--- src/rtl/alu_pipe.sv ---
// Two-stage valid/ready ALU: S1 registers the operation, S2 registers the
// result and flags. Also tracks a sticky overflow flag and a wrapping event count.
module alu_pipe #(
  parameter int WIDTH = 4,
  parameter int CNT_W = 8
) (
  input  logic             clk,
  input  logic             rst_n,
  input  logic             in_valid,
  output logic             in_ready,
  input  logic [2:0]       op,
  input  logic [WIDTH-1:0] a,
  input  logic [WIDTH-1:0] b,
  output logic             out_valid,
  input  logic             out_ready,
  output logic [WIDTH-1:0] result,
  output logic             overflow,
  output logic             zero,
  input  logic             clr_sticky,
  output logic             ovf_sticky,
  output logic [CNT_W-1:0] ovf_count
);

  typedef enum logic [2:0] {
    OP_ADD = 3'b000,
    OP_SUB = 3'b001,
    OP_NOT = 3'b010,
    OP_AND = 3'b011,
    OP_OR  = 3'b100,
    OP_XOR = 3'b101,
    OP_SLT = 3'b110,
    OP_EQ  = 3'b111
  } op_e;

  logic             s1_valid;
  op_e              s1_op;
  logic [WIDTH-1:0] s1_a;
  logic [WIDTH-1:0] s1_b;
  logic             s2_valid;

  logic             accept;
  logic             s2_load;
  logic [WIDTH:0]   sum_ext;
  logic [WIDTH-1:0] res_c;
  logic             ovf_c;

  // S1 may advance into a free S2 or into one being drained this cycle.
  assign s2_load   = s1_valid && (!s2_valid || out_ready);
  assign in_ready  = !s1_valid || !s2_valid || out_ready;
  assign accept    = in_valid && in_ready;
  assign out_valid = s2_valid;

  // NOTE: every variable gets a default before the case so no latch is inferred.
  always_comb begin
    sum_ext = '0;
    res_c   = '0;
    ovf_c   = 1'b0;
    unique case (s1_op)
      OP_ADD: begin
        sum_ext = {s1_a[WIDTH-1], s1_a} + {s1_b[WIDTH-1], s1_b};
        ovf_c   = sum_ext[WIDTH] ^ sum_ext[WIDTH-1];
        res_c   = sum_ext[WIDTH-1:0];
      end
      OP_SUB: begin
        sum_ext = {s1_a[WIDTH-1], s1_a} - {s1_b[WIDTH-1], s1_b};
        ovf_c   = sum_ext[WIDTH] ^ sum_ext[WIDTH-1];
        res_c   = sum_ext[WIDTH-1:0];
      end
      OP_NOT: res_c = ~s1_a;
      OP_AND: res_c = s1_a & s1_b;
      OP_OR:  res_c = s1_a | s1_b;
      OP_XOR: res_c = s1_a ^ s1_b;
      OP_SLT: res_c = {{(WIDTH-1){1'b0}}, ($signed(s1_a) < $signed(s1_b))};
      OP_EQ:  res_c = {{(WIDTH-1){1'b0}}, (s1_a == s1_b)};
    endcase
    // An overflowed sum is reported as zero rather than a wrapped value.
    if (ovf_c) res_c = '0;
  end

  // NOTE: state uses non-blocking assignments so every flop samples pre-edge values.
  always_ff @(posedge clk or negedge rst_n) begin
    if (!rst_n) begin
      s1_valid <= 1'b0;
      s1_op    <= OP_ADD;
      s1_a     <= '0;
      s1_b     <= '0;
    end else if (accept) begin
      s1_valid <= 1'b1;
      s1_op    <= op_e'(op);
      s1_a     <= a;
      s1_b     <= b;
    end else if (s2_load) begin
      s1_valid <= 1'b0;
    end
  end

  // NOTE: the visible result and flags are reset too, so outputs read 0/zero=1 in reset.
  always_ff @(posedge clk or negedge rst_n) begin
    if (!rst_n) begin
      s2_valid <= 1'b0;
      result   <= '0;
      overflow <= 1'b0;
      zero     <= 1'b1;
    end else if (s2_load) begin
      s2_valid <= 1'b1;
      result   <= res_c;
      overflow <= ovf_c;
      zero     <= (res_c == '0);
    end else if (out_ready) begin
      s2_valid <= 1'b0;
    end
  end

  // A new overflow event takes priority over a simultaneous clear.
  always_ff @(posedge clk or negedge rst_n) begin
    if (!rst_n) begin
      ovf_sticky <= 1'b0;
      ovf_count  <= '0;
    end else if (s2_load && ovf_c) begin
      ovf_sticky <= 1'b1;
      ovf_count  <= clr_sticky ? CNT_W'(1) : ovf_count + CNT_W'(1);
    end else if (clr_sticky) begin
      ovf_sticky <= 1'b0;
      ovf_count  <= '0;
    end
  end

endmodule

--- config.mk ---
export PLATFORM = sky130hd
export DESIGN_NAME = alu_pipe
export DESIGN_NICKNAME = d
export VERILOG_FILES = /design/src/rtl/alu_pipe.sv
export SDC_FILE = /design/constraint.sdc
export NUM_CORES = 1
export LEC_CHECK = 0
export ABC_CLOCK_PERIOD_IN_PS = 2500
export CORE_AREA = 10 10 74 76
export DETAILED_ROUTE_END_ITERATION = 16
export DIE_AREA = 0 0 84 86
export PLACE_DENSITY = 0.8
export SYNTH_ARGS = -nofsm -noshare
export SYNTH_HDL_FRONTEND = slang
export SYNTH_SLANG_ARGS = --single-unit
export TNS_END_PERCENT = 5
--- constraint.sdc ---
create_clock -name clk -period 2.5 [get_ports clk]
set_input_delay 0.375 -clock clk [delete_from_list [all_inputs] [get_ports clk]]
set_output_delay 0.375 -clock clk [all_outputs]
set_load 0.03 [all_outputs]
==> metrics.md <==
| Metric | Value |
|---|---|
| Status | `finished clean` |
| Sequential share of power | `33.1%` |
| Crit path time final | `2.49 ns` |
| Clk_lat worst skew | `0.29 ns` |
| Overall power | `1.79 mW` |
| Cells along the critical path | `buf_4 > ha_2 > fa_2 > a21o_1 > a21oi_2 > xor2_1 > o22a_4 > or4_4 > a21oi_2` |
| Multiplexer area fraction after synthesis | `9.22%` |
| Number of register bits inferred by synthesis | `28` |
| DRC | `0` |
| RSZ-0062 raised after global routing | `true` |
| Pint | `1.12 mW` |
| Detailed-route via count | `1,577` |
| VDD IR max | `0.000504 V` |
| Critical Path RT | `2.71 ns` |
| Psw | `0.673 mW` |
| Slew Viols, Final | `0` |
| Area Growth Syn to Fin | `34.0%` |
| Wirelength, routed | `4520 um` |
| Die width | `84 um` |
| Leak | `1.05 nW` |
| Mapped cell area | `1830 sq um` |
| Worst setup margin | `0.00849 ns` |
| Core outline area | `3970 sq um` |
| Layout cells sized above 1 | `24.9%` |
| Root buffer cell | `clkbuf_8` |
| Aggregate global-route resource usage | `11.8%` |
| First-pass GRT wire length | `7290 um` |
| Post-synth EDFFs | `0` |
| Placed cell areas | `2250 sq um` |
| Yosys warns | `0` |
| Initial antenna violation count | `0` |
| Simple-gate portion of the synthesized area | `18.4%` |
| Adder-Cell Fraction of Synth Area | `11.7%` |
| Clock buffer count from CTS | `3` |
| CP Launch Type | `register` |
| Setup WS pre-CTS | `-0.0585 ns` |
| Per-cell routed wire length | `16.0 um` |
| Initial Util | `46.2%` |
| Top_reg_cell synth | `dfrtp_1` |
| Die area | `7220 sq um` |
| Min-delay worst type | `input port to async pin` |
| IO buf count | `32` |
| CP max FO | `8` |
| Pin count of the biggest net entering global routing | `29` |
| TritonCTS clock tree | `yes` |
| Cell area after layout | `2460 sq um` |
| Total grt overflow | `0` |
| Vias in the first global route | `1,553` |
| Clock tree buffer depth | `2` |
| RR Startpoint | `s1_a[0]` |
| Rel. slew slack | `66.8%` |
| Power per Cell Area | `730 nW/um^2` |
| R2R Setup Slk | `0.008 ns` |
| Slew @ Worst Pin | `0.496 ns` |
| Slowest cell on the critical path | `or4_4` |
| CP Capture Type | `register` |
| Final core utilization | `61.8%` |
| Hold Fails Final Rpt | `0` |
| Cell Rows | `23` |
| Combinational power share | `45.9%` |
| Initial DRT Pass Iterations | `4` |
| Period utilization | `99.7%` |
| Compound-Gate Fraction of Synth Area | `14.8%` |
| Final hold slack | `0.449 ns` |
| Clock network power share | `21.1%` |
| Synthesized area per cell | `9.55 sq um` |
| Crit path kind | `register to register` |
| Switch share | `37.5%` |
| Post-synth ARST share | `100%` |
| CP arrival | `2.71 ns` |
| Post-synthesis cell count | `192` |
| Iter 0 DRT Violations | `158` |
| Worst Setup SP | `s1_a[0]` |
| H-tree Lvls | `1` |
| DR vias/cell | `5.57` |
| Synth unique cells | `43` |
| CP most frequent cell | `a21oi_2` |
| Post-synthesis net count | `224` |
| Gpl congestion | `0.886` |
| Worst Skew | `0.00613 ns` |
| Synth Area in XOR/XNOR | `2.39%` |
| Boundary Pins | `33` |
| Clk pin slew, worst setup/hold paths | `0.11 ns` |
| Antenna Cells | `0` |
| Register area share after synthesis | `38.3%` |
| Max incr delay on CP | `0.43 ns` |
| Maximum clock rate | `401 MHz` |
| Post-route ant nets | `0` |
| CTS Sinks | `28` |
| Detailed Place HPWL | `3120 um` |
| Main combinational cell family by area after synthesis | `simple AND/OR/NAND/NOR gates` |
| Final Net Count | `266` |
| Count of final setup violators | `0` |
| Filler cells | `327` |
| Die Y | `86 um` |
| MaxCap Viol Count | `0` |
layer usage:
layer | up-vias | GRT usage (%) | share of wire, %
met1 | 779 | 13.9 | 42
met5 | - | 0 | 0
li1 | 752 | - | -
met2 | 41 | 20.5 | 52
met4 | 0 | 5.63 | 1.5
met3 | 5 | 1.80 | 4.1
Yosys cell counts (2+ instances only):
master	count	area share, %
a21o_1	3	1.2
a21oi_1	10	2.7
a22o_1	2	0.96
and2_1	2	0.68
buf_2	3	0.82
clkbuf_1	7	1.4
dfrtp_1	27	37
fa_1	2	2.2
ha_1	14	9.6
inv_1	12	2.5
inv_2	2	0.41
mux2_1	4	2.5
mux2_2	11	6.8
nand2_1	11	2.3
nand2b_1	5	1.7
nand3_1	5	1.4
nand3b_1	3	1.2
nand4_1	3	1.0
nor2_1	16	3.3
nor2b_1	5	1.7
nor3_1	6	1.6
nor3b_1	2	0.82
o21ai_0	3	0.82
o21bai_1	2	0.82
o221ai_1	2	0.96
o22ai_1	5	1.7
o31ai_1	4	1.6
or2_2	2	0.68
or4_1	2	0.82
xnor2_1	3	1.4
xor2_1	2	0.96
sequential cells by signal (all words and copies together) (netlist names):
register and cells:
zero 1, result 4, out_valid 1, s1_op 3
s1_b 4, s1_valid 1, ovf_count 8, ovf_sticky 1
overflow 1, s1_a 4
logic make-up after synthesis:
family,count (synthesis)
XOR/XNOR,5
adder cells (fa/ha/maj),16
AO/OA/AOI/OAI,39
AND/OR/NAND/NOR,65
flip-flops,28
multiplexers,15
buffers and inverters,24
path summary, 6_finish.rpt:
kind | endpoint | cells after the start
worst min register to register | overflow | 1
worst max register to register | ovf_count[2] | 9
min in group clk | overflow | 1
max in group asynchronous | zero | 2
worst max-delay path | ovf_count[2] | 9
worst min-delay path | s1_a[2] | 2
metrics by stage:
step	TNS, ns	instances
floorplan	0	192
CTS	0	279
global placement	-0.00834	274
detailed placement	-0.180	274
finish	0	283
global route	-0.351	283
critical path: cells and delay by family (launching register included):
| kind | cells | cell delay [ns] |
|---|---|---|
| DFF | 1 | 0.42 |
| buffers and inverters | 1 | 0.15 |
| AOI/OAI and AO/OA | 4 | 0.74 |
| and+or+nand+nor | 1 | 0.43 |
| xor gates and xnor gates | 1 | 0.11 |
| adders and majority gates | 2 | 0.56 |
placed cells by master, fill, tap and decap left out, types with 3 or more instances in the layout:
cell,n
a21o_1,3
a21oi_1,7
a21oi_2,4
buf_4,15
clkbuf_8,3
clkdlybuf4s50_1,32
dfrtp_1,26
ha_1,12
inv_1,11
inv_2,3
mux2_1,4
mux2_2,11
nand2_1,11
nand2b_1,5
nand3_1,5
nand3b_1,3
nand4_1,3
nor2_1,16
nor2b_1,5
nor3_2,4
o21ai_0,3
o22ai_1,4
o31ai_1,3
power by group through the flow:
stage / sequential, mW / clock, mW / combinational, mW
finish: 0.593 / 0.377 / 0.823
global route: 0.606 / 0.398 / 0.889
floorplan: 0.677 / 0 / 0.384
detailed placement: 0.600 / 0 / 0.708
global placement: 0.598 / 0 / 0.696
CTS: 0.592 / 0.375 / 0.740
what timing repair did:
action	CTS	global route
setup buffers	1	4
endpoints found under the setup margin	6	9
hold buffers	0	0
cloned	0	0
pin swaps	4	6
endpoints found under the hold margin	0	0
resized for setup	5	18
cell type report:
type                            instances  area (sq um)  area share (%)
Timing Repair Buffer                   47           433            17.6
Sequential cell                        28           703            28.6
Clock buffer                            3          41.3            1.68
Tap cell                               50          62.6            2.55
Multi-Input combinational cell        140          1130            46.2
Clock inverter                          1          30.0            1.22
Inverter                               14          52.6            2.14
No activity file was read; power rests on OpenSTA's default activity.
